$ cat src/rtl/key_pot_responder_pkg.sv
// +----------------------------------------------------------------------+
// | key_pot_responder_pkg: shared types/constants for the key/pot model  |
// | Rev 1.0 - initial release                                            |
// +----------------------------------------------------------------------+
`default_nettype none

package key_pot_responder_pkg;

  typedef enum logic [1:0] {
    ST_IDLE  = 2'd0,
    ST_PRESS = 2'd1,
    ST_GAP   = 2'd2
  } key_state_t;

  localparam int             SCAN_LEN  = 16;
  localparam logic [3:0]     SCAN_LAST = 4'(SCAN_LEN - 1);
  localparam int             POT_W     = 8;
  localparam logic [POT_W-1:0] POT_MAX = 8'd255;

  function automatic logic [POT_W-1:0] pot_inc(input logic [POT_W-1:0] v);
    return (v == POT_MAX) ? v : v + 1'b1;
  endfunction

endpackage

`default_nettype wire

$ cat src/rtl/key_pot_responder_pot_channel.sv
// +----------------------------------------------------------------------+
// | pot_channel: paddle RC emulation - prescaled saturating counter      |
// | compared against a paddle value latched while the cap is dumped.     |
// | Rev 1.0 - initial release                                            |
// +----------------------------------------------------------------------+
`default_nettype none

module pot_channel
  import key_pot_responder_pkg::*;
#(
  parameter int LINE_DIV = 1
) (
  input  logic             o2,
  input  logic             rst_L,
  input  logic             pot_rel,
  input  logic [POT_W-1:0] paddle,
  output logic             scan
);

  localparam int             DIV_EFF  = (LINE_DIV < 1) ? 1 : LINE_DIV;
  localparam int             PRE_W    = (DIV_EFF > 1) ? $clog2(DIV_EFF) : 1;
  localparam logic [PRE_W-1:0] PRE_LAST = PRE_W'(DIV_EFF - 1);

  logic [PRE_W-1:0] r_pre;
  logic [POT_W-1:0] r_count;
  logic [POT_W-1:0] r_latch;
  logic             r_scan;

  always_ff @(posedge o2) begin
    if (!rst_L) begin
      r_pre   <= '0;
      r_count <= '0;
      r_latch <= '0;
      r_scan  <= 1'b0;
    end else if (pot_rel) begin
      r_pre   <= '0;
      r_count <= '0;
      r_latch <= paddle;
      r_scan  <= 1'b0;
    end else begin
      // Sticky: once the comparator trips it holds until the next dump.
      r_scan <= r_scan | (r_count >= r_latch);
      if (r_pre == PRE_LAST) begin
        r_pre   <= '0;
        r_count <= pot_inc(r_count);
      end else begin
        r_pre <= r_pre + 1'b1;
      end
    end
  end

  assign scan = r_scan;

endmodule

`default_nettype wire

$ cat src/rtl/key_pot_responder.sv
// +----------------------------------------------------------------------+
// | key_pot_responder: keyboard-matrix and paddle emulation for POKEY.   |
// | Rev 1.0 - initial release                                            |
// +----------------------------------------------------------------------+
`default_nettype none

module key_pot_responder
  import key_pot_responder_pkg::*;
#(
  parameter int HOLD_SCANS = 4,
  parameter int GAP_SCANS  = 2,
  parameter int LINE_DIV   = 1
) (
  input  logic             o2,
  input  logic             rst_L,
  input  logic             key_valid,
  input  logic [3:0]       key_code,
  input  logic             key_shift,
  output logic             key_ready,
  input  logic [3:0]       key_scan_L,
  output logic             kr1_L,
  output logic             kr2_L,
  input  logic [POT_W-1:0] paddle0,
  input  logic [POT_W-1:0] paddle1,
  input  logic             pot_rel_0,
  input  logic             pot_rel_1,
  output logic [7:0]       pot_scan
);

  localparam int          HOLD_EFF  = (HOLD_SCANS < 1) ? 1 : HOLD_SCANS;
  localparam int          GAP_EFF   = (GAP_SCANS < 1) ? 1 : GAP_SCANS;
  localparam logic [15:0] HOLD_LAST = 16'(HOLD_EFF - 1);
  localparam logic [15:0] GAP_LAST  = 16'(GAP_EFF - 1);

  key_state_t  r_state;
  logic [15:0] r_sweeps;
  logic [3:0]  r_code;
  logic        r_shift;
  logic        r_ready;
  logic [3:0]  w_idx;
  logic        w_boundary;
  logic        w_scan0;
  logic        w_scan1;

  assign w_idx      = ~key_scan_L;
  assign w_boundary = (w_idx == SCAN_LAST);

  always_ff @(posedge o2) begin
    if (!rst_L) begin
      r_state  <= ST_IDLE;
      r_sweeps <= '0;
      r_code   <= '0;
      r_shift  <= 1'b0;
      r_ready  <= 1'b1;
    end else begin
      case (r_state)
        ST_IDLE: begin
          if (key_valid && r_ready) begin
            r_code   <= key_code;
            r_shift  <= key_shift;
            r_sweeps <= '0;
            r_ready  <= 1'b0;
            r_state  <= ST_PRESS;
          end
        end
        ST_PRESS: begin
          if (w_boundary) begin
            if (r_sweeps == HOLD_LAST) begin
              r_sweeps <= '0;
              r_state  <= ST_GAP;
            end else begin
              r_sweeps <= r_sweeps + 16'd1;
            end
          end
        end
        ST_GAP: begin
          if (w_boundary) begin
            if (r_sweeps == GAP_LAST) begin
              r_sweeps <= '0;
              r_ready  <= 1'b1;
              r_state  <= ST_IDLE;
            end else begin
              r_sweeps <= r_sweeps + 16'd1;
            end
          end
        end
        default: begin
          r_sweeps <= '0;
          r_ready  <= 1'b1;
          r_state  <= ST_IDLE;
        end
      endcase
    end
  end

  // kr1_L must follow key_scan_L with no register so POKEY sees it on the same edge.
  assign kr1_L     = ~((r_state == ST_PRESS) && (w_idx == r_code));
  assign kr2_L     = ~((r_state == ST_PRESS) && r_shift);
  assign key_ready = r_ready;

  pot_channel #(.LINE_DIV(LINE_DIV)) u_pot0 (
    .o2      (o2),
    .rst_L   (rst_L),
    .pot_rel (pot_rel_0),
    .paddle  (paddle0),
    .scan    (w_scan0)
  );

  pot_channel #(.LINE_DIV(LINE_DIV)) u_pot1 (
    .o2      (o2),
    .rst_L   (rst_L),
    .pot_rel (pot_rel_1),
    .paddle  (paddle1),
    .scan    (w_scan1)
  );

  assign pot_scan = {6'b000000, w_scan1, w_scan0};

endmodule

`default_nettype wire

$ cat config.mk
export PLATFORM = sky130hd
export DESIGN_NAME = key_pot_responder
export DESIGN_NICKNAME = d
export VERILOG_FILES = /design/src/rtl/key_pot_responder_pkg.sv /design/src/rtl/key_pot_responder_pot_channel.sv /design/src/rtl/key_pot_responder.sv
export SDC_FILE = /design/constraint.sdc
export NUM_CORES = 1
export LEC_CHECK = 0
export ABC_AREA = 1
export CAP_MARGIN = 10
export CORE_MARGIN = 2
export CORE_UTILIZATION = 50
export DETAILED_ROUTE_END_ITERATION = 12
export MAX_ROUTING_LAYER = met4
export PLACE_DENSITY_LB_ADDON = 0.3
export SYNTH_ARGS = -nofsm -noshare
export SYNTH_HDL_FRONTEND = slang
export SYNTH_SLANG_ARGS = --single-unit
$ cat constraint.sdc
create_clock -name o2 -period 1.3 [get_ports o2]
set_input_delay 0.39 -clock o2 [delete_from_list [all_inputs] [get_ports o2]]
set_output_delay 0.39 -clock o2 [all_outputs]
set_load 0.02 [all_outputs]
After elaboration in Yosys (flattened, before gate mapping)
Index checks and enable logic that the tools add are counted.

operators by class
  reduce and logical (&&, ||, !) cells = 14
  eq/ne operators = 13
  mux-type cells = 16
  order comparisons = 2
  $add $sub $neg = 5
  bitwise gates (word level) = 11

operators with widths
  kind                                                                     count
  16-bit two-way mux                                                       5
  16-bit case mux with 3 select lines                                      1
  16-bit by 1-bit adder with 16-bit output (second input constant)         1
  8-bit by 1-bit adder with 8-bit output (second input constant)           2
  16-bit by 1-bit equality test with 1-bit output (second input constant)  1
  16-bit by 2-bit equality test with 1-bit output (second input constant)  1
  8-bit equality test (second input constant)                              2
  8-bit greater-or-equal comparator                                        2
  2-bit two-way mux                                                        5
  2-bit != test (second input constant)                                    5
  1-bit NOT                                                                8
  2-bit case mux with 3 select lines                                       1
  2-bit AND reduction                                                      3
  3-bit OR reduction                                                       2
  5-bit AND reduction                                                      1
  4-bit equality test                                                      1
  4-bit equality test (second input constant)                              1
  4-bit NOT                                                                1
  4-bit AND reduction                                                      1
  2-bit OR reduction                                                       2
  1-bit logical AND                                                        3
  1-bit two-way mux                                                        3
  1-bit case mux with 3 select lines                                       1
  3-bit AND reduction                                                      1
  5 further kinds                                                          7

storage, ports and cells
  bits of input ports = 30
  register bits = 60

Longest topological paths before layout
Gate-level depths: netlist (run 1).

  depth after elaboration = 4
  depth in mapped cells = 10

Hierarchy
From an unflattened synthesis (run 1), not the netlist that was laid out.

unflattened totals
  cells, all modules = 501
  area total of the unflattened synthesis = 3,502.1 µm²

modules (own cells, without submodules)
  module             instances  area an instance (µm²)  cells an instance
  pot_channel        2          972.2                   135
  key_pot_responder  1          1,557.7                 231

Worst setup path before layout (run 1)
No wires, ideal clock.

  kind = register to register
  start = register r_state[1]
  end = register r_sweeps[4]
  setup time = 0.117 ns
  stages on the path, launching flop included = 10
  path buffers = 1
  setup slack = -0.096 ns
  arrival time = 1.279 ns
  data required time = 1.183 ns
  cell sequence = dfxtp_1 inv_1 ha_1 nand2_1 nand3_2 inv_2 buf_4 nand2_1 o21ai_1 nor2_1

on the way
  cells in the longest elaborated chain, start to end = 3
  elaborated cells on any way between the ends = 8
  classes of those cells = eq/ne: 5; mux: 1; reduce/logical: 2

ends and longest elaborated chain
  element                                      RTL line                 source
  start: declaration                           key_pot_responder.sv:35  key_state_t r_state;
  start signal: assignment                     key_pot_responder.sv:50  r_state <= ST_IDLE;
  start signal: assignment                     key_pot_responder.sv:63  r_state <= ST_PRESS;
  start signal: assignment                     key_pot_responder.sv:70  r_state <= ST_GAP;
  2-bit equality test (tied with other cells)  key_pot_responder.sv:56  case (r_state)
  2-bit != test (no source line)               n/a
  3-bit AND reduction (no source line)         n/a
  end signal: assignment                       key_pot_responder.sv:72  r_sweeps <= r_sweeps + 16'd1;
  end signal: assignment                       key_pot_responder.sv:83  r_sweeps <= r_sweeps + 16'd1;
  end: declaration                             key_pot_responder.sv:36  logic [15:0] r_sweeps;

Parallel ways exist; a longest one is shown, timed or not.
A chain may end at the register's enable or synchronous reset.

Worst setup path in the final report (run 1)
  start = register r_code[2]
  end = output port kr1_L

on the way
  cells in the longest elaborated chain, start to end = 3

ends and longest elaborated chain
  element                   RTL line                 source
  start: declaration        key_pot_responder.sv:37  logic [3:0] r_code;
  start signal: assignment  key_pot_responder.sv:59  r_code <= key_code;
  4-bit equality test       key_pot_responder.sv:97  assign kr1_L = ~((r_state == ST_PRESS) && (w_idx == r_code));
  1-bit logical AND         key_pot_responder.sv:97
  1-bit NOT                 key_pot_responder.sv:97
  end: declaration          key_pot_responder.sv:21  output logic kr1_L,

Every way passes these cells.

==> results of run 1 <==
## flip-flops by register name (all words and copies together) (netlist names)
name / count
u_pot0.r_count: 8
r_state: 2
u_pot0.r_latch: 8
u_pot1.r_count: 8
r_sweeps: 16
u_pot1.r_latch: 8
r_code: 4
key_ready: 1
u_pot1.scan: 1
u_pot1.r_pre: 1
r_shift: 1
u_pot0.scan: 1
u_pot0.r_pre: 1
## cell type report
| class | instances | area, um2 | area share, % |
|---|---|---|---|
| Clock inverter | 1 | 30.0 | 0.563 |
| Inverter | 67 | 272 | 5.09 |
| Clock buffer | 14 | 173 | 3.24 |
| Tap cell | 77 | 96.3 | 1.81 |
| Timing Repair Buffer | 108 | 962 | 18.0 |
| Sequential cell | 60 | 1250 | 23.5 |
| Multi-Input combinational cell | 344 | 2550 | 47.8 |
## worst max-delay path: stages, from the launching register on
cell,delay [ps]
sky130_fd_sc_hd__dfxtp_2,340
sky130_fd_sc_hd__nand2_2,60
sky130_fd_sc_hd__o21ai_2,60
sky130_fd_sc_hd__a221oi_2,240
sky130_fd_sc_hd__o2111ai_2,160
sky130_fd_sc_hd__buf_4,190
## cells in the mapped netlist (all sizes together), types with 2 or more instances
master and instances:
nand2 105, inv 67, dfxtp 60, a21oi 57, nor2 52, o21ai 40, nand3 27, ha 24
buf 12, nand4 7, nor3 6, xnor2 5, xor2 5, clkbuf 4, o21a 2
## cell families after synthesis
group,after synthesis,share of synthesized area (%)
AOI/OAI and AO/OA,103,16.6
xor gates and xnor gates,10,2.59
adders and majority gates,24,8.89
buffers and inverters,83,10.4
DFF,60,35.6
other,1,0.111
and+or+nand+nor,199,25.8
## power breakdown
part           internal [mW]  switching, mW  total, mW
sequential              1.98          0.123       2.10
clock                   1.03          0.772       1.81
combinational           1.20           1.52       2.72
total                   4.21           2.41       6.62
## cells in the final DEF, fill, tap and decap left out, drive strengths merged, types with 2 or more instances in the layout
master,instances
nand3,27
nor2,52
inv,67
ha,24
o21a,2
nand2,105
conb,8
xor2,5
a21oi,57
nor3,6
buf,79
clkbuf,14
nand4,7
xnor2,5
o21ai,40
dlygate4sd2,5
clkdlybuf4s50,24
dfxtp,60
## worst min path at each step
stage	endpoint	slack (ps)	cells past startpoint
6_report	u_pot0.scan	440	2
5_1_grt	u_pot0.scan	480	2
4_1_cts	u_pot0.scan	460	2
3_5_place_dp	r_shift	440	2
3_3_place_gp	r_shift	430	2
2_1_floorplan	r_shift	420	2
## metrics by stage
stage / TNS (ps) / cells
floorplan: -13.5 / 487
global placement: -18860 / 643
detailed placement: -20920 / 643
CTS: -2320 / 667
global route: -6840 / 671
finish: -4150 / 671
## per-layer routing
metal / vias up / part of all wire (%) / wire, um / GRT usage (%)
li1: 1779 / - / - / -
met1: 1803 / 37 / 4330 / 28.4
met2: 144 / 54 / 6270 / 46.8
met3: 55 / 5.4 / 636 / 7.05
met4: 0 / 3.9 / 460 / 12.8
met5: - / 0 / 0 / -
## timing repair
action	4_1_cts	5_1_grt
gates cloned	1	0
pin swaps	29	57
gates resized for setup	110	146
setup buffers	8	4
setup endpoints to repair	37	48
==> impl_results.rst, run 1 <==
.. list-table::
   :header-rows: 1

   * - Metric
     - Value
   * - Remaining antenna violation count after routing
     - 0
   * - Critical Path Sink
     - kr1_L
   * - Overall die height
     - 86.2 um
   * - Mean post-synth cell area
     - 7.04 um2
   * - Effective utilization at floorplan
     - 52.3%
   * - Clock tree from TritonCTS
     - built
   * - Highest net fanout along the worst path
     - 3
   * - Cell taking the most area after synthesis
     - sky130_fd_sc_hd__dfxtp_1
   * - Core area
     - 6460 um2
   * - Area of all placed cells without fillers
     - 5330 um2
   * - Setup WS post-layout
     - -491 ps
   * - Total Routed Length
     - 11.7 mm
   * - Global placement routability congestion
     - 0.871
   * - FF-to-FF Start
     - r_state[1]
   * - R2r endpoint
     - r_sweeps[14]
   * - CTS max path bufs
     - 2
   * - Kind of capture point of the worst setup path
     - output port
   * - Worst setup startpoint
     - r_code[2]
   * - Post-route DRC
     - 0
   * - Area growth from synthesis to layout
     - 57.9%
   * - Worst reg2reg path depth
     - 10
   * - Maximum clock frequency
     - 558 MHz
   * - Number of warnings reported in the yosys synthesis log
     - 0
   * - Netlist area before placement
     - 3380 um2
   * - Final-layout fill cell count
     - 365
   * - Vias after detailed routing
     - 3781
   * - Maximum number of pins on one net before global-route repair
     - 26
   * - Minimum clock period
     - 1790 ps
   * - Ys async rst share
     - 0%
   * - Number of register bits inferred by synthesis
     - 60
   * - Post-DP HPWL
     - 6.10 mm
   * - Boundary Pins
     - 41
   * - Leading register cell type out of synthesis
     - sky130_fd_sc_hd__dfxtp_1
   * - Clock-pin slew of the registers on the worst-case setup and hold paths
     - 70 ps
   * - Port bufs
     - 34
   * - Crit Path Class
     - reg -> out
   * - Worst-case vdd ir drop
     - 692 uV
   * - Number of iterations in the first detailed-routing pass
     - 6
   * - Die width
     - 86.2 um
   * - Violations in the final reports
     - setup timing
   * - Area post-placement
     - 4250 um2
   * - Count of distinct cell types in the synthesized netlist
     - 33
   * - Global route overflow
     - 0
   * - DRT iter0 DRCs
     - 230
   * - Utilization after layout
     - 82.6%
   * - Final hold slack
     - 445 ps
   * - Area contributors post-synth
     - sky130_fd_sc_hd__dfxtp_1 36%, sky130_fd_sc_hd__nand2_1 11%, sky130_fd_sc_hd__ha_1 8.9%
   * - Floorplan die area
     - 7430 um2
   * - Std-Cell Rows
     - 29
   * - Number of clock sinks
     - 60
   * - Sequential share of the synthesized area
     - 35.6%
   * - Worst EP arrival
     - 1400 ps
   * - DP Worst Slack
     - -989 ps
   * - Post-detailed-route wirelength per cell
     - 17.4 um
   * - Power density over the cells
     - 1240 nW/um2
   * - Number of max-slew violations in the final report
     - 0
   * - Maximum level of the CTS H-tree
     - 3
   * - Power consumption
     - 6.62 mW
   * - Number of max-cap violations
     - 0
   * - Root buf cell
     - sky130_fd_sc_hd__clkbuf_8
   * - CTS buffer count
     - 9
   * - Setup repair after global routing missed its margin
     - yes
   * - Clk_lat worst skew
     - 360 ps
   * - CTS Hold Buffers Added
     - 0
   * - Vias/cell
     - 5.63
   * - P_leak
     - 2.27 nW
   * - Type of element launching the critical path
     - flop
   * - Final net count
     - 644
   * - Vias in the first global route
     - 3505
   * - Hold wc startpoint
     - u_pot0.scan
   * - Number of enable flip-flop cells after synthesis
     - 0
   * - Cell count after synthesis
     - 480
   * - Register-to-register path setup slack
     - -290 ps
   * - Global-route wire length before repair
     - 15.4 mm
   * - Final number of hold-violating endpoints
     - 0
   * - Required @ worst endpoint
     - 910 ps
   * - Proportion of netlist area held by the largest area contributor
     - 35.6%
   * - Number of diodes
     - 0
   * - Worst clock skew on the final layout
     - 8.15 ps
   * - Class of the tightest hold or removal check
     - reg -> reg
   * - Final period util
     - 138%
   * - Share of final-layout standard cells stronger than drive strength 1
     - 44.9%
   * - Run status
     - finished, violations left
   * - Final setup violation count
     - 31
   * - Global-route usage over all layers
     - 26.9%
   * - Number of antenna violations at the first check in global routing
     - 0
Note: power is estimated with default switching activity, not from simulation.
==> run 2, diff against run 1 <==
ABC_AREA = not set   (was 1)
==> run 2 against run 1 <==
Compared with the run above: the run still ends with setup timing left; area after synthesis is 4.3% lower; via count shrank 21%; final area fell by 7.4%; synthesized cell count shrank 25%; sequential power decreased by 2%; critical path depth is the same; cell count shrank 17%; worst hold slack better by 72 ps; utilization decreased by 4.4 points; die area fell by 4.1%.
==> impl_results.rst, run 2 <==
.. list-table::
   :header-rows: 1

   * - Metric
     - Value
   * - Maximum level of the CTS H-tree
     - 3 (unchanged)
   * - Type of element launching the critical path
     - flop (unchanged)
   * - Required @ worst endpoint
     - 1590 ps (was 910 ps)
   * - Clk_lat worst skew
     - 340 ps (was 360 ps)
   * - Post-detailed-route wirelength per cell
     - 16.2 um (was 17.4 um)
   * - Proportion of netlist area held by the largest area contributor
     - 37.1% (was 35.6%)
   * - R2r endpoint
     - r_sweeps[15] (was r_sweeps[14])
   * - Maximum clock frequency
     - 547 MHz (was 558 MHz)
   * - Area growth from synthesis to layout
     - 52.7% (was 57.9%)
   * - Vias in the first global route
     - 2954 (was 3505)
   * - Crit Path Class
     - reg -> reg (was reg -> out)
   * - Vias after detailed routing
     - 2987 (was 3781)
   * - Global-route usage over all layers
     - 24.4% (was 26.9%)
   * - Final setup violation count
     - 37 (was 31)
   * - Cell taking the most area after synthesis
     - sky130_fd_sc_hd__dfxtp_1 (unchanged)
   * - Kind of capture point of the worst setup path
     - flop (was output port)
   * - Die width
     - 84.4 um (was 86.2 um)
   * - Port bufs
     - 34 (unchanged)
   * - Mean post-synth cell area
     - 9.03 um2 (was 7.04 um2)
   * - Effective utilization at floorplan
     - 51.2% (was 52.3%)
   * - Top library cells by usage in the layout, fill and taps aside
     - 69 x sky130_fd_sc_hd__buf_4, 39 x sky130_fd_sc_hd__dfxtp_1, 34 x sky130_fd_sc_hd__nor2_1, 25 x sky130_fd_sc_hd__mux2i_1, 24 x sky130_fd_sc_hd__clkdlybuf4s50_1 (was 70 x sky130_fd_sc_hd__nand2_1, 55 x sky130_fd_sc_hd__buf_4, 48 x sky130_fd_sc_hd__inv_1, 34 x sky130_fd_sc_hd__nor2_1, 34 x sky130_fd_sc_hd__dfxtp_1)
   * - Final number of hold-violating endpoints
     - 0 (unchanged)
   * - Final period util
     - 141% (was 138%)
   * - Total Routed Length
     - 9.04 mm (was 11.7 mm)
   * - Worst EP arrival
     - 2120 ps (was 1400 ps)
   * - Ys async rst share
     - 0% (unchanged)
   * - Post-Place Cells
     - 531 (was 643)
   * - Register-to-register path setup slack
     - -530 ps (was -290 ps)
   * - Minimum clock period
     - 1830 ps (was 1790 ps)
   * - Cell count after synthesis
     - 358 (was 480)
   * - Worst reg2reg path depth
     - 5 (was 10)
   * - Clock-pin slew of the registers on the worst-case setup and hold paths
     - 70 ps (about the same)
   * - Setup WS post-layout
     - -529 ps (was -491 ps)
   * - Core area
     - 6310 um2 (was 6460 um2)
   * - Netlist area before placement
     - 3230 um2 (was 3380 um2)
   * - Global-route wire length before repair
     - 13.6 mm (was 15.4 mm)
   * - Number of max-slew violations in the final report
     - 0 (unchanged)
   * - Most common cell in the netlist
     - sky130_fd_sc_hd__dfxtp_1 (was sky130_fd_sc_hd__nand2_1)
   * - Post-Layout Cell Count
     - 557 (was 671)
   * - Share of final-layout standard cells stronger than drive strength 1
     - 40.0% (was 44.9%)
   * - Violations in the final reports
     - setup timing (unchanged)
   * - Root buf cell
     - sky130_fd_sc_hd__clkbuf_8 (unchanged)
   * - Number of warnings reported in the yosys synthesis log
     - 0 (unchanged)
   * - Number of enable flip-flop cells after synthesis
     - 0 (unchanged)
   * - Final hold slack
     - 517 ps (was 445 ps)
   * - Area contributors post-synth
     - sky130_fd_sc_hd__dfxtp_1 37%, sky130_fd_sc_hd__ha_1 9.3%, sky130_fd_sc_hd__mux2i_1 7.7% (was sky130_fd_sc_hd__dfxtp_1 36%, sky130_fd_sc_hd__nand2_1 11%, sky130_fd_sc_hd__ha_1 8.9%)
   * - Count of distinct cell types in the synthesized netlist
     - 47 (was 33)
   * - Highest net fanout along the worst path
     - 6 (was 3)
   * - CTS buffer count
     - 9 (unchanged)
   * - Most numerous cell types in the synthesized netlist
     - 60 x sky130_fd_sc_hd__dfxtp_1, 36 x sky130_fd_sc_hd__nor2_1, 25 x sky130_fd_sc_hd__mux2i_1, 24 x sky130_fd_sc_hd__ha_1 (was 99 x sky130_fd_sc_hd__nand2_1, 62 x sky130_fd_sc_hd__inv_1, 60 x sky130_fd_sc_hd__dfxtp_1, 55 x sky130_fd_sc_hd__a21oi_1, 47 x sky130_fd_sc_hd__nor2_1)
   * - Maximum number of pins on one net before global-route repair
     - 16 (was 26)
   * - Boundary Pins
     - 41 (unchanged)
   * - Flip-flop count of the largest register, all copies and words added
     - 16 (unchanged)
   * - Number of antenna violations at the first check in global routing
     - 0 (unchanged)
   * - Worst Hold End
     - u_pot0.r_latch[5] (was u_pot0.scan)
   * - Number of diodes
     - 0 (unchanged)
   * - Power density over the cells
     - 1140 nW/um2 (was 1240 nW/um2)
   * - Clock tree from TritonCTS
     - built (unchanged)
   * - Floorplan die area
     - 7130 um2 (was 7430 um2)
   * - Overall die height
     - 84.4 um (was 86.2 um)
   * - Worst setup startpoint
     - r_sweeps[0] (was r_code[2])
   * - Final-layout fill cell count
     - 384 (was 365)
   * - FF-to-FF Start
     - r_sweeps[0] (was r_state[1])
   * - Number of iterations in the first detailed-routing pass
     - 4 (was 6)
   * - Register with the highest flop count
     - r_sweeps (unchanged)
   * - Leading register cell type out of synthesis
     - sky130_fd_sc_hd__dfxtp_1 (unchanged)
   * - Number of clock sinks
     - 60 (unchanged)
   * - Remaining antenna violation count after routing
     - 0 (unchanged)
   * - P_leak
     - 2.04 nW (was 2.27 nW)
   * - Number of max-cap violations
     - 0 (unchanged)
   * - DRT iter0 DRCs
     - 119 (was 230)
   * - CTS max path bufs
     - 2 (unchanged)
   * - Sequential share of the synthesized area
     - 37.1% (was 35.6%)
   * - Run status
     - finished, violations left (unchanged)
   * - Setup repair after global routing missed its margin
     - yes (unchanged)
   * - Worst clock skew on the final layout
     - 10.1 ps (was 8.15 ps)
   * - Worst-case vdd ir drop
     - 705 uV (was 692 uV)
   * - Number of stages on the worst hold path
     - 2 (unchanged)
   * - Class of the tightest hold or removal check
     - reg -> reg (unchanged)
   * - Final net count
     - 529 (was 644)
   * - Post-DP HPWL
     - 5.31 mm (was 6.10 mm)
   * - Hold wc startpoint
     - u_pot0.r_latch[5] (was u_pot0.scan)
   * - Vias/cell
     - 5.36 (was 5.63)
   * - Number of register bits inferred by synthesis
     - 60 (unchanged)
   * - Global placement routability congestion
     - 0.790 (was 0.871)
   * - Most common cell after layout, fill and taps aside
     - sky130_fd_sc_hd__buf_4 (was sky130_fd_sc_hd__nand2_1)
   * - Global route overflow
     - 0 (unchanged)
   * - Std-Cell Rows
     - 29 (unchanged)
   * - Post-route DRC
     - 0 (unchanged)
==> run 2: cell types whose count changed in the layout (fill, tap and decap cells not counted), moves of 14 or more <==
cell | previous run | this run
sky130_fd_sc_hd__nand2_2 | 20 | 4
sky130_fd_sc_hd__mux2i_1 | 0 | 25
sky130_fd_sc_hd__inv_1 | 48 | 18
sky130_fd_sc_hd__a21oi_1 | 28 | 3
sky130_fd_sc_hd__o21ai_0 | 20 | 2
sky130_fd_sc_hd__nor2b_1 | 0 | 22
sky130_fd_sc_hd__buf_4 | 55 | 69
sky130_fd_sc_hd__nand2_4 | 15 | 0
sky130_fd_sc_hd__nand2_1 | 70 | 18
sky130_fd_sc_hd__a21oi_2 | 28 | 3
==> run 2: worst max-delay path, stage by stage, from the launching register on <==
cell and delay [ps]:
sky130_fd_sc_hd__dfxtp_4 420, sky130_fd_sc_hd__nand2_2 70, sky130_fd_sc_hd__or4_4 580, sky130_fd_sc_hd__or4_1 420, sky130_fd_sc_hd__a21oi_1 160, sky130_fd_sc_hd__a31o_2 130
==> run 2: cells by family (layout without fill, tap and decap cells) <==
group / after synthesis / in the layout / share of synthesized area, %
other: 1 / 8 / 0.116
buffers and inverters: 41 / 155 / 7.43
adder cells (fa/ha/maj): 24 / 24 / 9.28
AO/OA/AOI/OAI: 37 / 38 / 7.54
multiplexers: 25 / 25 / 7.74
AND/OR/NAND/NOR: 145 / 145 / 24.0
XOR/XNOR: 25 / 25 / 6.77
flip-flops: 60 / 60 / 37.1
==> run 2: area by class of cell <==
class	count	area (um2)	area share, %
clock inverter	5	28.8	0.583
sequential	60	1250	25.4
tap	77	96.3	1.95
multi-input combinational	265	2330	47.3
inverter	23	93.8	1.90
clock buffer	11	131	2.66
timing repair buffer	116	1000	20.3
==> run 2: timing repair <==
| item | in CTS | in global routing |
|---|---|---|
| endpoints found under the hold margin | 0 | 0 |
| gates cloned | 1 | 0 |
| hold buffers | 0 | 0 |
| setup buffers | 3 | 6 |
| pin swaps | 24 | 38 |
| gates resized for setup | 88 | 54 |
| setup endpoints to repair | 43 | 43 |
==> run 2: worst max-delay path by stage <==
stage	endpoint	slack (ps)
after floorplan	r_sweeps[15]	-440
after global routing	r_sweeps[9]	-580
after CTS	r_sweeps[15]	-460
after detailed placement	kr1_L	-920
final	r_sweeps[15]	-530
after global placement	kr1_L	-900
==> run 2: through the flow <==
| stage | util [%] | total power, mW | worst slack (ps) | TNS, ps | instance area [um2] |
|---|---|---|---|---|---|
| 3_3_place_gp | 67.6 | 3.55 | -903 | -27170 | 4270 |
| 2_1_floorplan | - | 2.94 | -435 | -5340 | 3440 |
| 6_report | 78.2 | 5.65 | -529 | -10210 | 4940 |
| 5_1_grt | 78.2 | 5.88 | -580 | -12560 | 4940 |
| 4_1_cts | 73.6 | 5.26 | -464 | -8570 | 4650 |
| 3_5_place_dp | 67.6 | 3.60 | -924 | -28210 | 4270 |
==> run 2: where the power goes <==
group	total [mW]	internal [mW]	leakage [nW]	switching [mW]
logic	2.14	1.12	1.45	1.03
clock network	1.45	0.683	0.0868	0.768
registers	2.05	1.94	0.502	0.109
==> run 2: layer usage <==
layer / wire (um) / part of all wire (%) / vias to the layer above / track usage (%)
met2: 4840 / 54 / 53 / 42.9
met3: 232 / 2.6 / 27 / 3.24
met4: 295 / 3.3 / 0 / 10.4
li1: - / - / 1458 / -
met1: 3680 / 41 / 1449 / 27.9
met5: 0 / 0 / - / -
==> run 3, diff against run 2 <==
CORE_MARGIN = not set   (was 2)
clock period = 1.65 ns   (was 1.3 ns; I/O delays follow)
==> run 3 against run 2 <==
Compared with the run above: the flow still finishes with violations (setup timing); combinational power decreased by 26%; critical endpoint is now r_state[1]; largest power group is now clock; cell count decreased by 3.8%; global-route usage increased by 1.5 points; flip-flop and latch count unchanged.
==> impl_results.rst, run 3 (synthesis results as in run 2) <==
.. list-table::
   :header-rows: 1

   * - Metric
     - Value
   * - Effective utilization at floorplan
     - 53.1% (was 51.2%)
   * - Post-route DRC
     - 0 (unchanged)
   * - Required @ worst endpoint
     - 1870 ps (was 1590 ps)
   * - Die width
     - 82.4 um (was 84.4 um)
   * - Vias after detailed routing
     - 2947 (was 2987)
   * - P_leak
     - 1.95 nW (was 2.04 nW)
   * - Number of max-slew violations in the final report
     - 0 (unchanged)
   * - Post-DP HPWL
     - 5.07 mm (was 5.31 mm)
   * - Clk_lat worst skew
     - 330 ps (was 340 ps)
   * - Clock-pin slew of the registers on the worst-case setup and hold paths
     - 70 ps (about the same)
   * - Type of element launching the critical path
     - flop (unchanged)
   * - Boundary Pins
     - 41 (unchanged)
   * - Final net count
     - 510 (was 529)
   * - Area post-placement
     - 4070 um2 (was 4270 um2)
   * - Global placement routability congestion
     - 0.810 (was 0.790)
   * - CP top delay family
     - simple AND/OR/NAND/NOR gates (unchanged)
   * - CP max stage cell
     - sky130_fd_sc_hd__dfxtp_1 (was sky130_fd_sc_hd__or4_4)
   * - Register with the highest flop count
     - r_sweeps (unchanged)
   * - Top library cells by usage in the layout, fill and taps aside
     - 56 x sky130_fd_sc_hd__buf_4, 49 x sky130_fd_sc_hd__dfxtp_1, 35 x sky130_fd_sc_hd__nor2_1, 25 x sky130_fd_sc_hd__clkdlybuf4s50_1, 24 x sky130_fd_sc_hd__mux2i_1 (was 69 x sky130_fd_sc_hd__buf_4, 39 x sky130_fd_sc_hd__dfxtp_1, 34 x sky130_fd_sc_hd__nor2_1, 25 x sky130_fd_sc_hd__mux2i_1, 24 x sky130_fd_sc_hd__clkdlybuf4s50_1)
   * - Total Routed Length
     - 9.09 mm (was 9.04 mm)
   * - Vias/cell
     - 5.50 (was 5.36)
   * - Worst clock skew on the final layout
     - 10.9 ps (was 10.1 ps)
   * - Number of iterations in the first detailed-routing pass
     - 4 (unchanged)
   * - Power consumption
     - 4.84 mW (was 5.65 mW)
   * - Class of the tightest hold or removal check
     - reg -> reg (unchanged)
   * - Minimum clock period
     - 1880 ps (was 1830 ps)
   * - Global route overflow
     - 0 (unchanged)
   * - Clock tree from TritonCTS
     - built (unchanged)
   * - Flip-flop count of the largest register, all copies and words added
     - 16 (unchanged)
   * - Kind of capture point of the worst setup path
     - flop (unchanged)
   * - Setup TNS
     - -3630 ps (was -10210 ps)
   * - Port bufs
     - 34 (unchanged)
   * - Critical path's largest stage delay
     - 350 ps (was 580 ps)
   * - Worst-case vdd ir drop
     - 693 uV (was 705 uV)
   * - Most used cell, CP
     - sky130_fd_sc_hd__buf_4
   * - Root buf cell
     - sky130_fd_sc_hd__clkbuf_8 (unchanged)
   * - Worst EP arrival
     - 2090 ps (was 2120 ps)
   * - Setup repair after global routing missed its margin
     - yes (unchanged)
   * - CTS Hold Buffers Added
     - 0 (unchanged)
   * - Setup WS post-layout
     - -226 ps (was -529 ps)
   * - Number of diodes
     - 0 (unchanged)
   * - Final period util
     - 114% (was 141%)
   * - DRT iter0 DRCs
     - 109 (was 119)
   * - Violations in the final reports
     - setup timing (unchanged)
   * - Number of clock sinks
     - 60 (unchanged)
   * - Maximum number of pins on one net before global-route repair
     - 24 (was 16)
   * - Critical path buffers and inverters
     - 3 (was 0)
   * - Core area
     - 6100 um2 (was 6310 um2)
   * - Maximum level of the CTS H-tree
     - 3 (unchanged)
   * - Highest net fanout along the worst path
     - 3 (was 6)
   * - Remaining antenna violation count after routing
     - 0 (unchanged)
   * - Final setup violation count
     - 24 (was 37)
   * - Maximum clock frequency
     - 533 MHz (was 547 MHz)
   * - Number of antenna violations at the first check in global routing
     - 0 (unchanged)
   * - Floorplan die area
     - 6790 um2 (was 7130 um2)
   * - Vias in the first global route
     - 2850 (was 2954)
   * - Power density over the cells
     - 1040 nW/um2 (was 1140 nW/um2)
   * - Share of final-layout standard cells stronger than drive strength 1
     - 30.8% (was 40.0%)
   * - Global-route usage over all layers
     - 25.9% (was 24.4%)
   * - Std-Cell Rows
     - 28 (was 29)
   * - Post-detailed-route wirelength per cell
     - 17.0 um (was 16.2 um)
   * - CTS max path bufs
     - 2 (unchanged)
   * - Area of all placed cells without fillers
     - 4640 um2 (was 4940 um2)
   * - Number of max-cap violations
     - 0 (unchanged)
   * - Area growth from synthesis to layout
     - 43.4% (was 52.7%)
   * - CTS buffer count
     - 9 (unchanged)
   * - Crit Path Class
     - reg -> reg (unchanged)
   * - Overall die height
     - 82.4 um (was 84.4 um)
   * - Most common cell after layout, fill and taps aside
     - sky130_fd_sc_hd__buf_4 (unchanged)
   * - Final number of hold-violating endpoints
     - 0 (unchanged)
   * - Global-route wire length before repair
     - 12.9 mm (was 13.6 mm)
   * - Cells along the critical path
     - nor4_2 > buf_4 > a41oi_4 > buf_4 > buf_4 > nor3_4 > nor2_1 > a31o_2 (was nand2_2 > or4_4 > or4_1 > a21oi_1 > a31o_2)
   * - Run status
     - finished, violations left (unchanged)
-- run 3: path summary, 6_finish.rpt --
check,start,endpoint,slack (ps),depth (start not counted)
max reg2reg,r_sweeps[15],r_state[1],-230,8
max,r_sweeps[15],r_state[1],-230,8
min,r_state[0],r_state[0],510,2
min reg2reg,r_state[0],r_state[0],510,2
-- run 3: per-stage QoR --
step	utilization, %	hold slack, ps	std cells	setup WS (ps)
floorplan	-	453	365	-85.3
global placement	66.8	470	513	-723
detailed placement	66.8	485	513	-757
CTS	74.3	482	534	-157
global route	76.1	534	536	-274
finish	76.1	515	536	-226
-- run 3: power by group --
group	internal, mW	switching [mW]
registers	1.53	0.0833
logic	0.775	0.809
clock network	1.03	0.612
-- run 3: cell type report --
cell class              instances  area (um2)
clock inverters                 4        76.3
clock buffers                  12         176
inverters                      23        86.3
flip-flops and latches         60        1230
repair buffers                 98         858
fillers                       398        1460
well taps                      75        93.8
multi-input cells             264        2120
-- run 3: worst reg2reg max path, cell delays in order, from the launching register on --
cell                      delay [ps]
sky130_fd_sc_hd__dfxtp_1         350
sky130_fd_sc_hd__nor4_2          320
sky130_fd_sc_hd__buf_4           200
sky130_fd_sc_hd__a41oi_4         140
sky130_fd_sc_hd__buf_4           170
sky130_fd_sc_hd__buf_4           140
sky130_fd_sc_hd__nor3_4          160
sky130_fd_sc_hd__nor2_1           70
sky130_fd_sc_hd__a31o_2          220
-- run 3: repair_timing --
action | in CTS | in global routing
setup endpoints to repair | 26 | 25
setup buffers | 6 | 3
gates resized for setup | 66 | 24
endpoints found under the hold margin | 0 | 0
pin swaps | 20 | 12
-- run 3: routing by layer --
| layer | GRT usage [%] | wire length [um] | vias to the layer above | share of wire, % |
|---|---|---|---|---|
| met5 | - | 0 | - | 0 |
| met4 | 11.9 | 323 | 0 | 3.6 |
| met3 | 4.40 | 392 | 33 | 4.3 |
| met2 | 44.4 | 4640 | 96 | 51 |
| met1 | 29.3 | 3730 | 1399 | 41 |
| li1 | - | - | 1419 | - |
